$ cat src/rtl/mips_pkg.sv
// Shared MIPS pipeline definitions: fetch FSM states, memory access encodings
// and the fetch/load-store address window check.
package mips_pkg;

    typedef enum logic [2:0] {
        IDLE  = 3'd0,
        ISSUE = 3'd1,
        WAIT  = 3'd2,
        HOLD  = 3'd3,
        FAULT = 3'd4
    } fetch_state_t;

    localparam logic [1:0] ACCESS_1WORD = 2'd0;
    localparam logic [1:0] ACCESS_4WORD = 2'd1;

    localparam logic RW_WRITE = 1'b0;
    localparam logic RW_READ  = 1'b1;

    localparam int MEM_BYTES_DEFAULT = 1048576;

    // Word-aligned and inside [base, base+bytes-4]; 33-bit math so the top bound cannot wrap.
    function automatic logic addr_in_window(
        input logic [31:0] addr,
        input logic [31:0] base,
        input logic [32:0] bytes
    );
        logic [32:0] lo;
        logic [32:0] hi;
        logic [32:0] a;
        lo = {1'b0, base};
        hi = lo + bytes - 33'd4;
        a  = {1'b0, addr};
        return (addr[1:0] == 2'b00) && (a >= lo) && (a <= hi);
    endfunction

endpackage

$ cat src/rtl/fetch_stage.sv
// Instruction fetch stage: holds the PC, issues single-word reads to memory_32bit
// and presents the returned word to decode under a valid/stall handshake.
module fetch_stage
    import mips_pkg::*;
#(
    parameter logic [31:0] PC_RESET  = 32'h0000_0000,
    parameter logic [31:0] MEM_BASE  = 32'h0000_0000,
    parameter int          MEM_BYTES = MEM_BYTES_DEFAULT,
    parameter int          MAX_WAIT  = 15
) (
    input  logic        clk,
    input  logic        reset,
    input  logic        stall,
    input  logic        redirect,
    input  logic [31:0] redirect_pc,
    output logic        mem_enable,
    output logic        mem_read_write,
    output logic [31:0] mem_address,
    output logic [1:0]  mem_access_size,
    input  logic [31:0] mem_data_out,
    input  logic        mem_busy,
    output logic        insn_valid,
    output logic [31:0] insn,
    output logic [31:0] insn_pc,
    output logic        fault,
    output logic [31:0] fault_pc
);

    localparam int              WCW       = $clog2(MAX_WAIT + 1);
    localparam logic [WCW-1:0]  WAIT_LAST = WCW'(MAX_WAIT - 1);
    localparam logic [32:0]     WIN_BYTES = 33'(MEM_BYTES);

    fetch_state_t   r_state;
    logic [31:0]    r_pc;
    logic           r_mem_enable;
    logic [31:0]    r_mem_address;
    logic           r_insn_valid;
    logic [31:0]    r_insn;
    logic [31:0]    r_insn_pc;
    logic           r_fault;
    logic [31:0]    r_fault_pc;
    logic [WCW-1:0] r_wait_cnt;

    fetch_state_t   w_state_nxt;
    logic           w_go_check;
    logic [31:0]    w_check_pc;
    logic           w_legal;
    logic           w_capture;
    logic [31:0]    w_pc_nxt;
    logic           w_mem_enable_nxt;
    logic [31:0]    w_mem_address_nxt;
    logic           w_insn_valid_nxt;
    logic [31:0]    w_insn_nxt;
    logic [31:0]    w_insn_pc_nxt;
    logic           w_fault_nxt;
    logic [31:0]    w_fault_pc_nxt;
    logic [WCW-1:0] w_wait_cnt_nxt;

    // Pick the PC that must pass the window check before the next ISSUE.
    always_comb begin
        w_go_check = 1'b0;
        w_check_pc = r_pc;
        if (redirect) begin
            w_go_check = 1'b1;
            w_check_pc = redirect_pc;
        end else if (r_state == IDLE) begin
            w_go_check = 1'b1;
            w_check_pc = r_pc;
        end else if ((r_state == HOLD) && !stall) begin
            w_go_check = 1'b1;
            w_check_pc = r_pc + 32'd4;
        end else begin
            w_go_check = 1'b0;
            w_check_pc = r_pc;
        end
    end

    assign w_legal = addr_in_window(w_check_pc, MEM_BASE, WIN_BYTES);

    // Next-state logic; redirect is folded in through w_go_check.
    always_comb begin
        w_state_nxt = r_state;
        if (w_go_check) begin
            w_state_nxt = w_legal ? ISSUE : FAULT;
        end else begin
            case (r_state)
                ISSUE: w_state_nxt = WAIT;
                WAIT: begin
                    if (!mem_busy) begin
                        w_state_nxt = HOLD;
                    end else if (r_wait_cnt == WAIT_LAST) begin
                        w_state_nxt = FAULT;
                    end else begin
                        w_state_nxt = WAIT;
                    end
                end
                HOLD:    w_state_nxt = HOLD;
                FAULT:   w_state_nxt = FAULT;
                default: w_state_nxt = IDLE;
            endcase
        end
    end

    // Next values of the registered outputs, decoded from the state being entered.
    always_comb begin
        w_capture         = (r_state == WAIT) && !mem_busy && !redirect;
        w_pc_nxt          = w_go_check ? w_check_pc : r_pc;
        w_mem_enable_nxt  = (w_state_nxt == ISSUE);
        w_mem_address_nxt = (w_state_nxt == ISSUE) ? w_check_pc : r_mem_address;
        w_insn_valid_nxt  = (w_state_nxt == HOLD);
        w_fault_nxt       = (w_state_nxt == FAULT);
        if (w_capture) begin
            w_insn_nxt    = mem_data_out;
            w_insn_pc_nxt = r_pc;
        end else begin
            w_insn_nxt    = r_insn;
            w_insn_pc_nxt = r_insn_pc;
        end
        // A fresh fault (bad target or timeout) latches the offending PC.
        if ((w_state_nxt == FAULT) && (w_go_check || (r_state != FAULT))) begin
            w_fault_pc_nxt = w_check_pc;
        end else begin
            w_fault_pc_nxt = r_fault_pc;
        end
        if ((r_state == WAIT) && mem_busy && !redirect) begin
            w_wait_cnt_nxt = r_wait_cnt + {{(WCW-1){1'b0}}, 1'b1};
        end else begin
            w_wait_cnt_nxt = {WCW{1'b0}};
        end
    end

    // State and output registers with synchronous reset.
    always_ff @(posedge clk) begin
        if (reset) begin
            r_state       <= IDLE;
            r_pc          <= PC_RESET;
            r_mem_enable  <= 1'b0;
            r_mem_address <= 32'd0;
            r_insn_valid  <= 1'b0;
            r_insn        <= 32'd0;
            r_insn_pc     <= 32'd0;
            r_fault       <= 1'b0;
            r_fault_pc    <= 32'd0;
            r_wait_cnt    <= {WCW{1'b0}};
        end else begin
            r_state       <= w_state_nxt;
            r_pc          <= w_pc_nxt;
            r_mem_enable  <= w_mem_enable_nxt;
            r_mem_address <= w_mem_address_nxt;
            r_insn_valid  <= w_insn_valid_nxt;
            r_insn        <= w_insn_nxt;
            r_insn_pc     <= w_insn_pc_nxt;
            r_fault       <= w_fault_nxt;
            r_fault_pc    <= w_fault_pc_nxt;
            r_wait_cnt    <= w_wait_cnt_nxt;
        end
    end

    assign mem_enable      = r_mem_enable;
    assign mem_read_write  = RW_READ;
    assign mem_address     = r_mem_address;
    assign mem_access_size = ACCESS_1WORD;
    assign insn_valid      = r_insn_valid;
    assign insn            = r_insn;
    assign insn_pc         = r_insn_pc;
    assign fault           = r_fault;
    assign fault_pc        = r_fault_pc;

endmodule

$ cat config.mk
export PLATFORM = sky130hd
export DESIGN_NAME = fetch_stage
export DESIGN_NICKNAME = d
export VERILOG_FILES = /design/src/rtl/mips_pkg.sv /design/src/rtl/fetch_stage.sv
export SDC_FILE = /design/constraint.sdc
export NUM_CORES = 1
export LEC_CHECK = 0
export CORE_ASPECT_RATIO = 2
export CORE_MARGIN = 5
export CORE_UTILIZATION = 45
export CTS_CLUSTER_SIZE = 20
export DETAILED_ROUTE_END_ITERATION = 8
export GPL_TIMING_DRIVEN = 1
export PLACE_DENSITY = 0.82
export SKIP_CTS_REPAIR_TIMING = 1
export SYNTH_ARGS = -nofsm -noshare
export SYNTH_HDL_FRONTEND = slang
export SYNTH_SLANG_ARGS = --single-unit
export TNS_END_PERCENT = 10
$ cat constraint.sdc
create_clock -name clk -period 4.75 [get_ports clk]
set_clock_uncertainty 0.1 [all_clocks]
set_input_delay 0.7125 -clock clk [delete_from_list [all_inputs] [get_ports clk]]
set_output_delay 0.7125 -clock clk [all_outputs]
set_load 0.05 [all_outputs]
# Word-level counts from Yosys, hierarchy flattened
# Cells that the tools add are included.
[op_classes] n_addsub=2 n_lt_le_gt_ge=1 n_eq_ne=9 n_mux=11 bitwise=1 n_reduce_logical=14
[ops] op="$mux 32" n=3
[ops] op="$add 32x3->32 const B" n=1
[ops] op="$le 32x20->1 const B" n=1
[ops] op="$mux 3" n=4
[ops] op="$pmux 3 s4" n=1
[ops] op="$eq 3x2->1 const B" n=3
[ops] op="$logic_and 1x1->1" n=7
[ops] op="$eq 3x1->1 const B" n=2
[ops] op="$eq 3x3->1 const B" n=2
[ops] op="$add 4x1->4 const B" n=1
[ops] op="$eq 4x4->1 const B" n=1
[ops] op="$logic_not 1->1" n=3
[ops] op="$logic_not 3->1" n=1
[ops] op="$mux 1" n=3
[ops] op="$ne 3x3->1 const B" n=1
[ops] op="$logic_not 2->1" n=1
[ops] op="$reduce_or 2->1" n=1
[ops] op="$logic_or 1x1->1" n=1
[ops] op="$not 1->1" n=1
[word_totals] reg_bits=170 input_bits=69

# Depth between registers and ports, before layout
[depth] depth_word=11 depth_mapped=13 ltp_nobuf=9

# Least setup slack after synthesis
# Ideal clock, no wire load.
[synth_timing] path_kind="in2reg" start="input port stall" end="register r_fault_pc[22], in the netlist fault_pc[22]" setup_time_ns=0.121 t_arrival_ns=3.081 setup_slack_ns=1.447 cell_stages=10 path_buffers=3 cell_sequence="nand4bb_1 buf_2 or4_1 buf_2 or4_1 a21oi_1 a2111oi_2 a31oi_1 buf_4 mux2_4"
[synth_via] elab_chain_cells=11
[synth_lines] item="start, declared" line_no="fetch_stage.sv:13" source="input logic stall,"
[synth_lines] item="$logic_not 1->1 *" line_no="fetch_stage.sv:69" source="end else if ((r_state == HOLD) && !stall) begin"
[synth_lines] item="$logic_and 1x1->1 *" line_no="fetch_stage.sv:69"
[synth_lines] item="$mux 32" line_no="fetch_stage.sv:69"
[synth_lines] item="$mux 32" line_no="fetch_stage.sv:66" source="end else if (r_state == IDLE) begin"
[synth_lines] item="$mux 32" line_no="fetch_stage.sv:63" source="if (redirect) begin"
[synth_lines] item="$le 32x20->1 or $logic_not 2->1 (tied branches)" line_no="mips_pkg.sv:33" source="return (addr[1:0] == 2'b00) && (a >= lo) && (a <= hi);"
[synth_lines] item="$logic_and 1x1->1" line_no="mips_pkg.sv:33"
[synth_lines] item="$mux 3" line_no="fetch_stage.sv:84" source="w_state_nxt = w_legal ? ISSUE : FAULT;"
[synth_lines] item="$mux 3" line_no="fetch_stage.sv:83" source="if (w_go_check) begin"
[synth_lines] item="$eq 3x3->1" line_no="fetch_stage.sv:120" source="if ((w_state_nxt == FAULT) && (w_go_check || (r_state != FAULT))) begin"
[synth_lines] item="$logic_and 1x1->1" line_no="fetch_stage.sv:120"
[synth_lines] item="end signal, assigned" line_no="fetch_stage.sv:154" source="r_fault_pc <= w_fault_pc_nxt;"
[synth_lines] item="end, declared" line_no="fetch_stage.sv:41" source="logic [31:0] r_fault_pc;"
# Mark *: on every way between the ends. The rest lies on a longest branch, timed or not.
# A chain may end at the register's enable or synchronous reset.

# Final worst setup path
[layout_timing] start="input port stall" end="register r_fault_pc[4], in the netlist fault_pc[4]"
# Same word-level chain as after synthesis.

==> results.cfg <==
[sta]
rsz0062_at_grt = no
hold_viol = 0
setup_viol = 0
clock.fmax_mhz = 251
finalCritPeriodShare_pct = 84.0
maxSlewViolCount = 0
tns_ns = 0
min_period_ns = 3.99
tightest_slew_ns = 1.18
slew_headroom_pct = 21.6

[yosys]
synth_cell_types = 60
netlist_area_um2 = 7260
synth.most_common_cell = nand2_1
synth.area.top_cells = dfxtp_1, nand2_1, a21oi_1, mux2i_1, clkbuf_1
yosysSeqAreaShare_pct = 46.9
synthFlopType = dfxtp_1
avgSynthCellArea_um2 = 8.38
synth_edf_count = 0
synth_top_cell_area_share_pct = 46.9
yosys.area.top_type = dfxtp_1
syn_inst = 866
ys_top_cells_by_count = nand2_1, dfxtp_1, a21oi_1
yosysWarnings = 0
synth-seq-cells = 170
async_reset_ff_share_pct = 0

[critical_path]
critPathMostFrequentCell = or4_1
startpoint_type = input port
worstSetupPathType = input port to flip-flop
cpPeakStageDelay_ns = 0.78
worstSetupEndpointType = flip-flop
slowest_stage = or4_1
r2r_slack_ns = 0.89
worstPathArrival_ns = 4.24
required_ns = 5.00
cp_cell_sequence = clkdlybuf4s50_1, nand4bb_1, or4_1, or4_1, a21oi_1, a2111oi_2, a31oi_2, buf_4, mux2i_1
crit_fanout = 15

[die]
rows = 65
fp.dieH_um = 190
die_area_um2 = 18900
core-area_um2 = 15900
die_w_um = 99.8
ioPinCount = 203
start_util_pct = 45.8

[detailed_routing]
drc = 0
via_per_inst = 5.50
wl_per_cell_um = 18.2
vias = 6898
ant_nets = 0
drtPass1Iterations = 5
routed_wl_mm = 22.9
drtIter0Drc = 506

[global_route]
grt_pass1_wl_mm = 35.4
antenna_found_initial = 1
grt_pass1_vias = 6760
grt_overflow = 0
grt_usage_pct = 23.7
grt_start_max_net_pins = 88

[placed_design]
gp_congestion = 0.937
placedInstanceArea_um2 = 9360
hpwl_mm = 16.6
portBuffers = 199

[cells_and_area]
drive_gt1_share_pct = 6.46
stdcell_area_um2 = 9980
syn_to_final_growth_pct = 37.5
fin_nets = 1111

[cts]
cts.sinks = 170
cts_made_buffers = 17
cts_tree = done
htree_levels = 4
clock_latency_ns = 0.43
clk_pin_slew_worst_paths_ns = 0.06
cts_root_buffer = clkbuf_16
clk_path_buf_depth = 2

[pwr]
p_leak_nw = 3.72
max-vdd-ir-drop_uv = 311
p_per_area_nw_per_um2 = 338
power_mw = 3.37

[outcome]
status = completed

[job]
max_cap_viol_count = 0

[worst_hold_path]
hp-class = flip-flop to flip-flop
## sequential cells by signal, summed over array words and instances, names as in the netlist
name	count
insn_valid	1
insn_pc	32
r_wait_cnt	4
r_state	3
mem_address	32
fault	1
r_pc	32
insn	32
mem_enable	1
fault_pc	32
## placed cells by master (no fill, tap or decap), types with 20 or more instances in the layout
cell             instances
nand2_1                200
clkdlybuf4s50_1        198
dfxtp_1                170
a21oi_1                 72
nor2_1                  37
mux2i_1                 27
o21ai_0                 25
nand3_1                 22
nor2b_1                 21
inv_1                   20
nor3_1                  20
## final cells by class
| class | count | area (µm²) |
|---|---|---|
| fill | 1365 | 5880 |
| timing repair buffer | 216 | 2120 |
| sequential | 170 | 3400 |
| tap | 201 | 251 |
| inverter | 21 | 78.8 |
| multi-input combinational | 613 | 3510 |
| antenna | 1 | 2.50 |
| clock inverter | 14 | 183 |
| clock buffer | 18 | 439 |
## where the power goes
part,internal (mW),switching (mW),leakage [nW]
Combinational,0.153,0.229,2.03
Sequential,1.47,0.0500,1.38
Clock,0.857,0.617,0.306
Total,2.48,0.896,3.72
## kinds of logic after synthesis
| group | synth area share (%) |
|---|---|
| flops | 46.9 |
| other cells | 0.103 |
| buf+inv | 5.10 |
| xor+xnor | 2.05 |
| fa+ha+maj | 0.517 |
| simple gates | 25.5 |
| mux | 6.05 |
| compound gates | 13.7 |
## worst max-delay path, delay by kind of cell
family	cells	cell delay (ns)
buffers and inverters	2	0.80
multiplexers	1	0.22
AND/OR/NAND/NOR	3	1.62
AO/OA/AOI/OAI	3	0.88
## per-layer routing
| layer | part of all wire [%] | track usage (%) | vias to the layer above | wire length, µm |
|---|---|---|---|---|
| met5 | 0 | 0 | - | 0 |
| met4 | 5.0 | 12.9 | 0 | 1150 |
| met3 | 5.7 | 4.44 | 75 | 1320 |
| met2 | 53 | 42.8 | 270 | 12100 |
| met1 | 36 | 25.5 | 3207 | 8300 |
| li1 | - | - | 3346 | - |
## path summary, 6_finish.rpt
path	cells after the start	startpoint	endpoint
min reg2reg	2	insn_pc[28]$_SDFFE_PP0P_	insn_pc[28]$_SDFFE_PP0P_
max reg2reg	8	r_pc[5]$_SDFFE_PP0N_	fault_pc[4]$_SDFFE_PP0P_
min	2	insn_pc[28]$_SDFFE_PP0P_	insn_pc[28]$_SDFFE_PP0P_
max	9	stall	fault_pc[4]$_SDFFE_PP0P_
## per-stage QoR
| stage | setup WS (ns) | cells | hold WS (ns) | utilization [%] |
|---|---|---|---|---|
| final | 0.761 | 1254 | 0.354 | 62.9 |
| after global routing | 0.531 | 1254 | 0.372 | 62.9 |
| after CTS | 0.816 | 1253 | 0.355 | 62.9 |
| after detailed placement | 0.372 | 1221 | 0.346 | 59.0 |
| after global placement | 0.483 | 1221 | 0.341 | 59.0 |
| after floorplan | 1.45 | 867 | 0.330 | - |
Power figures use the tool's default switching activity.
